## src/rtl/datapath_pkg.sv

```systemverilog
// Shared definitions for the single-cycle datapath.
//   DEF_ADDR_W / DEF_INSTR_W : default PC and instruction word widths
//   fetch_state_t            : instruction fetch FSM encoding
//   HALT_OPCODE              : opcode (word[15:12]) that stops fetch when
//                              the IF_HALT_EN build macro is defined
package datapath_pkg;

  localparam int DEF_ADDR_W  = 3;
  localparam int DEF_INSTR_W = 16;

  typedef enum logic [1:0] {
    IDLE = 2'd0,
    RUN  = 2'd1,
    HOLD = 2'd2,
    HALT = 2'd3
  } fetch_state_t;

  localparam logic [3:0] HALT_OPCODE = 4'hF;

endpackage

```

## src/rtl/instr_fetch_pc_reg.sv

```systemverilog
// Program counter register for instr_fetch.
// Ports:
//   clk, rst_n : clock, asynchronous active-low reset (pc -> 0)
//   inc        : advance pc by one, wrapping modulo 2^ADDR_W
//   load       : load target (highest priority)
//   hold       : keep pc (overrides inc)
//   target     : redirect address
//   pc         : current program counter
module pc_reg #(
  parameter int ADDR_W = 3
) (
  input  logic              clk,
  input  logic              rst_n,
  input  logic              inc,
  input  logic              load,
  input  logic              hold,
  input  logic [ADDR_W-1:0] target,
  output logic [ADDR_W-1:0] pc
);

  always_ff @(posedge clk or negedge rst_n) begin
    if (!rst_n) begin
      pc <= '0;
    end else if (load) begin
      pc <= target;
    end else if (hold) begin
      pc <= pc;
    end else if (inc) begin
      // Natural overflow of the ADDR_W-bit sum gives the wrap to 0.
      pc <= pc + ADDR_W'(1);
    end
  end

endmodule

```

## src/rtl/instr_fetch.sv

```systemverilog
// Instruction fetch unit: owns the PC, reads instruction memory
// combinationally at mem_addr, captures the word into an instruction
// register and offers it to decode.
// Build option: IF_HALT_EN -- when defined, capturing a word whose
// opcode is HALT_OPCODE stops fetch in the HALT state until reset.
// Ports:
//   clk, rst_n     : clock, asynchronous active-low reset
//   mem_addr       : instruction memory read address (= pc)
//   mem_instr      : instruction word for mem_addr (same cycle)
//   branch_en      : redirect request
//   branch_target  : redirect address
//   out_valid      : ir_out / pc_out hold a fetched instruction
//   out_ready      : decode accepts the instruction this cycle
//   ir_out, pc_out : instruction register and its fetch address
//   halted         : fetch stopped on a halt word (0 without IF_HALT_EN)
//   fetch_state    : current FSM state (fetch_state_t encoding)
//
// Handshake: a transfer happens at the rising edge where out_valid=1 and
// out_ready=1. While out_valid=1 and out_ready=0, ir_out and pc_out do not
// change. A branch in the same cycle discards the offered instruction even
// if out_ready=1.
module instr_fetch
  import datapath_pkg::*;
#(
  parameter int ADDR_W  = DEF_ADDR_W,
  parameter int INSTR_W = DEF_INSTR_W
) (
  input  logic               clk,
  input  logic               rst_n,
  output logic [ADDR_W-1:0]  mem_addr,
  input  logic [INSTR_W-1:0] mem_instr,
  input  logic               branch_en,
  input  logic [ADDR_W-1:0]  branch_target,
  output logic               out_valid,
  input  logic               out_ready,
  output logic [INSTR_W-1:0] ir_out,
  output logic [ADDR_W-1:0]  pc_out,
  output logic               halted,
  output logic [1:0]         fetch_state
);

  fetch_state_t      state;
  logic [ADDR_W-1:0] pc;
  logic              branch;
  logic              capture;
  logic              stall;
  logic              pc_hold;

  // Branches are honoured only while fetching; IDLE and HALT ignore them.
  assign branch  = branch_en && ((state == RUN) || (state == HOLD));

  // Capture whenever the output slot is empty or being drained this cycle.
  assign capture = !branch &&
                   (((state == RUN)  && (!out_valid || out_ready)) ||
                    ((state == HOLD) && out_ready));

  assign stall   = !branch && !capture;

`ifdef IF_HALT_EN
  logic halt_hit;
  logic halted_q;

  assign halt_hit = capture && (mem_instr[INSTR_W-1 -: 4] == HALT_OPCODE);
  assign halted   = halted_q;
  // The pc stays on the halt word's address.
  assign pc_hold  = stall || halt_hit;
`else
  assign halted   = 1'b0;
  assign pc_hold  = stall;
`endif

  assign mem_addr    = pc;
  assign fetch_state = state;

  pc_reg #(
    .ADDR_W (ADDR_W)
  ) u_pc_reg (
    .clk    (clk),
    .rst_n  (rst_n),
    .inc    (capture),
    .load   (branch),
    .hold   (pc_hold),
    .target (branch_target),
    .pc     (pc)
  );

  always_ff @(posedge clk or negedge rst_n) begin
    if (!rst_n) begin
      state     <= IDLE;
      ir_out    <= '0;
      pc_out    <= '0;
      out_valid <= 1'b0;
`ifdef IF_HALT_EN
      halted_q  <= 1'b0;
`endif
    end else begin
      case (state)
        IDLE: begin
          state <= RUN;
        end

        RUN, HOLD: begin
          if (branch) begin
            // Drop the in-flight word; the target is fetched next cycle.
            out_valid <= 1'b0;
            state     <= RUN;
          end else if (capture) begin
            ir_out    <= mem_instr;
            pc_out    <= pc;
            out_valid <= 1'b1;
`ifdef IF_HALT_EN
            if (halt_hit) begin
              halted_q <= 1'b1;
              state    <= HALT;
            end else begin
              state    <= RUN;
            end
`else
            state     <= RUN;
`endif
          end else begin
            state <= HOLD;
          end
        end

`ifdef IF_HALT_EN
        HALT: begin
          // Offer the halt word once, then go quiet until reset.
          if (out_valid && out_ready) begin
            out_valid <= 1'b0;
          end
        end
`endif

        default: begin
          state <= IDLE;
        end
      endcase
    end
  end

endmodule
```

## config.mk

```make
export PLATFORM = sky130hd
export DESIGN_NAME = instr_fetch
export DESIGN_NICKNAME = d
export VERILOG_FILES = /design/src/rtl/datapath_pkg.sv /design/src/rtl/instr_fetch_pc_reg.sv /design/src/rtl/instr_fetch.sv
export SDC_FILE = /design/constraint.sdc
export NUM_CORES = 1
export LEC_CHECK = 0
export BUFFER_PORTS_ARGS = -buffer_cell sky130_fd_sc_hd__clkbuf_2
export CORE_UTILIZATION = 40
export DETAILED_ROUTE_END_ITERATION = 12
export MAX_ROUTING_LAYER = met4
export PLACE_DENSITY = 0.7
export SYNTH_ARGS = -nofsm -noshare
export SYNTH_HDL_FRONTEND = slang
export SYNTH_SLANG_ARGS = --single-unit
```

## constraint.sdc

```tcl
create_clock -name clk -period 2.51 [get_ports clk]
set_input_delay 0.1255 -clock clk [delete_from_list [all_inputs] [get_ports clk]]
set_output_delay 0.1255 -clock clk [all_outputs]
set_load 0.005 [all_outputs]
```

* Word-level counts from Yosys, hierarchy flattened
Cells that the tools add are included.
** Word-level totals
- Output and inout bits :: 26
- Flip-flop bits (word level) :: 25
- Logic and storage cells :: 35
** Operators by class
- Eq/ne operators :: 3
- Bitwise logic cells :: 1
- Multiplexer cells :: 8
- Reduce and logical (&&, ||, !) cells :: 17
- Add/subtract/negate cells :: 1
** Operators with widths (count)
- 3-bit two-way mux :: 3
- 1-bit logical AND :: 5
- 2-bit two-way mux :: 2
- 2-bit case mux with 2 select lines :: 1
- 2-bit AND reduction :: 2
- 3-bit by 1-bit adder with 3-bit output, second input constant :: 1
- 1-bit logical NOT :: 3
- 1-bit logical OR :: 3
- 3-bit AND reduction :: 1
- 2-bit by 1-bit equality test with 1-bit output, second input constant :: 1
- 2-bit equality test, second input constant :: 1
- 2-bit logical NOT :: 1
- 1-bit two-way mux :: 2
- 2-bit inequality test, second input constant :: 1
- 2-bit nonzero test :: 1
- 2-bit OR reduction :: 1
- 1-bit NOT :: 1

* Longest topological paths before layout
- Word-level depth :: 9
- Depth in mapped cells :: 8
- Mapped depth without buffers :: 6

* Cells and area by module
Synthesis repeated with hierarchy kept, for this count alone.
** Second synthesis, totals
- Cells, all modules :: 81
- Area total of the unflattened synthesis :: 1103.6 sq um
** By module, submodules not included
- instr_fetch :: area an instance 940.9 sq um, cells an instance 66, instances 1, sequential area each 550.5 sq um
- pc_reg :: area an instance 162.7 sq um, cells an instance 15, instances 1, sequential area each 75.1 sq um

* Worst setup path before layout
OpenSTA, ideal clock, no wires.
- Kind :: register to register
- Start point :: register state[1] (netlist: fetch_state[1])
- End point :: register ir_out[0]
- Clock period less this slack :: 1.764 ns
- Setup slack :: 0.746 ns
- Cell stages (with the launch flop) :: 9
- Setup time :: 0.125 ns
- Data arrival time :: 1.638 ns
- Cell sequence :: dfrtp_1 inv_1 ha_1 o21ai_2 nand2_2 and3b_1 buf_6 buf_12 mux2_4
** On the way
- Cells in the longest elaborated chain, start to end :: 6
- Elaborated cells between the ends (all ways) :: 12
- Classes of those cells :: eq/ne (2); bitwise (1); reduce/logical (9)
** RTL lines
- start, declared :: line instr_fetch.sv:42 : fetch_state_t state;
- start signal, assigned :: line instr_fetch.sv:89 : state <= IDLE;
- start signal, assigned :: line instr_fetch.sv:99 : state <= RUN;
- start signal, assigned :: line instr_fetch.sv:106 : state <= RUN;
- 2-bit by 1-bit equality test with 1-bit output / 2-bit equality test (equally long branches)
- 1-bit logical OR :: line instr_fetch.sv:50 : assign branch = branch_en && ((state == RUN) || (state == HOLD));
- 1-bit logical AND :: line instr_fetch.sv:50
- 1-bit logical NOT :: line instr_fetch.sv:53 : assign capture = !branch &&
- 1-bit logical AND :: line instr_fetch.sv:53
- 3-bit AND reduction (no line) *
- end signal, assigned :: line instr_fetch.sv:108 : ir_out <= mem_instr;
- end, declared :: line instr_fetch.sv:36 : output logic [INSTR_W-1:0] ir_out,
Mark *: on every way between the ends. The rest lies on a longest branch, timed or not.
A chain may end at the register's enable or synchronous reset.

* Worst setup path after layout
- Start point :: register state[1] (netlist: fetch_state[1])
- End point :: register pc_out[0]
** On the way
- Cells in the longest elaborated chain, start to end :: 6
- Elaborated cells between the ends (all ways) :: 12
- Classes of those cells :: eq/ne (2); bitwise (1); reduce/logical (9)
** RTL lines
- 2-bit by 1-bit equality test with 1-bit output / 2-bit equality test (equally long branches)
- 1-bit logical OR :: line instr_fetch.sv:50
- 1-bit logical AND :: line instr_fetch.sv:50
- 1-bit logical NOT :: line instr_fetch.sv:53
- 1-bit logical AND :: line instr_fetch.sv:53
- 3-bit AND reduction (no line) *
- end signal, assigned :: line instr_fetch.sv:109 : pc_out <= pc;
- end, declared :: line instr_fetch.sv:37 : output logic [ADDR_W-1:0] pc_out,
Marks and branches as above.

==> reports/summary.md <==
The tools report the number of rows created at floorplan as 18. Clock tree synthesis inserted a total of 3 buffers. Share of cells above drive strength 1: 0.583. Detailed placement finished with a half-perimeter wire length of 1.62 mm.

In this run the worst hold path is classified as input pin to register. The final worst setup slack was 515 ps. The run gives 25 as the clock sink count. The tools report the hold violation total from the final report as 0.

0 antenna diodes ended up in the layout. The first routing iteration left 2 violations. Clock transition time at the flip-flop clock pins of the worst setup and hold paths: 130 ps. The first-pass GRT wire length is 3.17 mm.

49 I/O pins were placed. The power share of the combinational group is 0.500. In the synthesized netlist, the number of instances is 76. In this run the worst path has a maximum fanout of 8. The height of the die is 54.8 µm, and the die extent in x is 54.8 µm.

Internal power comes to 1230 µW. The slowest stage of the critical path belongs to the cell sky130_fd_sc_hd__dfrtp_1. STA puts the critical path data required time at 2720 ps. Number of flops mapped to enable cells by yosys: 0. Routability-driven placement finished with a final weighted congestion of 0.707. Sorting the synthesized cells by area gives the leading types as sky130_fd_sc_hd__dfrtp_1, sky130_fd_sc_hd__mux2_4, sky130_fd_sc_hd__mux2_2. The tools report the H-tree depth reported by CTS as 1.

Clock root buffer: sky130_fd_sc_hd__clkbuf_4. The effective utilization at floorplan was 0.435; the final antenna-violating net count was 0. The final count of pins violating max slew was 0; the slew at the pin closest to its max-slew limit was 618 ps.

Using the TritonRoute via totals, the vias-per-cell ratio works out to 4.80. STA classifies the critical path startpoint as a register. The number of global-route vias before repair is 777. The worst slew margin relative to its limit was 0.588; the number of flip-flops in the largest register was 16. The synthesis-to-layout area growth is 25.9%. The tools report the switching power summed over all nets as 633 µW.

Setup repair after global routing left no endpoint under its margin. In the final routed layout, each cell accounts on average for 12.9 µm. Routed wire length: 2.03 mm. Setup violations remaining at the end of the flow were counted as 0. On the worst path, the slowest cell contributes a delay of 430 ps. The synthesized design contains 25 register bits.

Sequential fraction of design power: 0.405. The met2 layer wire length in the routed design was 1.03 mm; the net switching share of the total power was 0.340. In the final design database the tool counted 156 nets.

TritonCTS built the clock tree. The number of distinct library cell variants in the gate-level netlist after synthesis is 21. The pin count of the biggest net entering global routing is 26, and the remaining design rule violation count is 0. The post-synthesis net count is 104. The share of power burned in the clock network came out at 0.095.

Prior to clock tree synthesis, the placed netlist has a worst setup slack of 512 ps. The post-synthesis async set-or-reset flop share came out at 1.00. The tools report the number of antenna violations at the first check in global routing as 0. In the synthesized netlist the dominant register cell turns out to be sky130_fd_sc_hd__dfrtp_1.

The top cell type's share of synthesized area was 0.561; the arrival time at the worst endpoint was 2200 ps. The power density of the placed cells is 1320 nW/µm², and the final cycle utilization of the critical path is 0.795. The leakage power total was 0.000722 µW; the met1 routed wirelength after detailed routing was 852 µm. The portion of the post-synthesis area used by sequential elements is 0.561. The mapped netlist covers 1120 µm². Uppermost signal routing layer after detailed routing: met3. The die covers 3010 µm².

Summed over all failing endpoints, the final setup total negative slack is 0 ps. The number of I/O port buffers came out at 47. The run gives 754 as the via total after detailed routing. The kind of end point of the critical path is a register. The library cell with the largest summed area after synthesis is sky130_fd_sc_hd__dfrtp_1.

The run gives 0.153 as the total routing resource utilization after global routing. The number of synthesis warnings was 0; the minimum clock period was 2000 ps. The area inside the core boundary is 2570 µm², and the reported max-cap violation count is 0.

The count of TritonRoute iterations in the first routing pass is 2, and the clock latency on the worst-skew pair is 310 ps. The logs give 2 for the number of buffers on the longest clock path and 4.59 ps for the largest clock skew in the final design. For this run, the top clock speed supported by timing is 501 MHz. For the total grt overflow, the log shows 0. Kind of critical path: register to register. The worst-case IR drop observed on VDD is 0.655 mV.

The critical path goes through inv_1 -> ha_1 -> nand2b_1 -> nand2_2 -> and3b_1 -> buf_4 -> mux2_4. The synthesized area per cell came out at 14.7 µm². The flow ran to the end, and the final reports show no timing, DRC or antenna violations. Summed over all nets, wire length on met3 after detailed routing comes to 146 µm.
Yosys cell counts, drive strengths merged, types with 2 or more instances:
| master | number |
|---|---|
| dfrtp | 25 |
| mux2 | 19 |
| a21oi | 5 |
| ha | 5 |
| nor2 | 4 |
| buf | 3 |
| inv | 2 |
| nand2 | 2 |
| nor3 | 2 |
| xnor2 | 2 |
power groups by stage:
stage | combinational (µW) | sequential (µW) | clock (µW)
5_1_grt | 1050 | 786 | 206
3_5_place_dp | 940 | 765 | 0
2_1_floorplan | 632 | 764 | 0
3_3_place_gp | 910 | 753 | 0
4_1_cts | 945 | 758 | 189
6_report | 929 | 753 | 177
cell families (layout without fill, tap and decap cells):
logic type                 Yosys count  count (layout)  synth area share
DFF                                 25              25             0.561
muxes                               20              20             0.234
and+or+nand+nor                     11              11            0.0516
AOI/OAI and AO/OA                    7               7            0.0370
adders and majority gates            5               5            0.0561
buffers and inverters                5              56            0.0415
xor gates and xnor gates             2               2            0.0157
other                                1               1           0.00336
timing repair:
item	4_1_cts	5_1_grt
hold endpoints to repair	25	0
gates resized for setup	0	0
hold buffers	1	0
buffers inserted	0	0
critical path: cells and delay by family (launching register included):
family | cells | cell delay [ps]
fa+ha+maj | 1 | 190
buf+inv | 2 | 350
flops | 1 | 430
mux | 1 | 320
simple gates | 3 | 610
path summary, 6_finish.rpt:
path | from | cells after the start | slack [ps] | to
setup reg to reg | fetch_state[1] | 7 | 510 | pc_out[0]
hold reg to reg | ir_out[2] | 1 | 530 | ir_out[2]
setup / recovery | fetch_state[1] | 7 | 510 | pc_out[0]
hold / removal | branch_en | 2 | 20 | fetch_state[1]
max in group asynchronous | rst_n | 2 | 1770 | out_valid
min in group asynchronous | rst_n | 2 | 340 | ir_out[3]
layer usage:
| metal | vias up | track usage |
|---|---|---|
| met4 | 0 | 0.0385 |
| met2 | 33 | 0.277 |
| li1 | 357 | - |
| met1 | 364 | 0.171 |
| met3 | 0 | 0.0278 |
| met5 | - | - |
cell usage in the layout, fill, tap and decap left out:
master	Yosys	final
sky130_fd_sc_hd__o21ai_2	1	1
sky130_fd_sc_hd__buf_4	1	2
sky130_fd_sc_hd__dfrtp_1	25	25
sky130_fd_sc_hd__clkinvlp_4	0	1
sky130_fd_sc_hd__and3b_1	1	1
sky130_fd_sc_hd__clkbuf_4	0	3
sky130_fd_sc_hd__dlygate4sd3_1	0	1
sky130_fd_sc_hd__nand2_2	1	1
sky130_fd_sc_hd__nor3b_1	1	1
sky130_fd_sc_hd__conb_1	1	1
sky130_fd_sc_hd__mux2i_1	1	1
sky130_fd_sc_hd__a21oi_1	5	5
sky130_fd_sc_hd__xnor2_1	2	2
sky130_fd_sc_hd__mux2_2	9	9
sky130_fd_sc_hd__nor2_1	4	4
sky130_fd_sc_hd__ha_1	5	5
sky130_fd_sc_hd__clkbuf_2	0	47
sky130_fd_sc_hd__a21boi_0	1	1
sky130_fd_sc_hd__inv_1	2	2
sky130_fd_sc_hd__nor3_1	2	2
sky130_fd_sc_hd__nand2_1	1	1
sky130_fd_sc_hd__nand2b_1	1	1
sky130_fd_sc_hd__mux2_4	10	10
per-stage QoR:
step / total power [µW] / instance area [µm²] / hold slack (ps) / util / instances
finish: 1860 / 1410 / 23.4 / 0.547 / 157
global route: 2040 / 1410 / 11.2 / 0.547 / 157
CTS: 1890 / 1410 / 13.7 / 0.547 / 157
detailed placement: 1700 / 1370 / 167 / 0.532 / 152
global placement: 1660 / 1370 / 157 / 0.532 / 152
floorplan: 1400 / 1120 / -170 / - / 76
layout make-up:
type | count | area, µm²
sequential | 25 | 626
clock inverter | 1 | 7.51
tap | 30 | 37.5
inverter | 2 | 7.51
multi-input combinational | 46 | 444
fill | 250 | 1160
timing repair buffer | 50 | 260
clock buffer | 3 | 22.5
No activity file was read; power rests on OpenSTA's default activity.
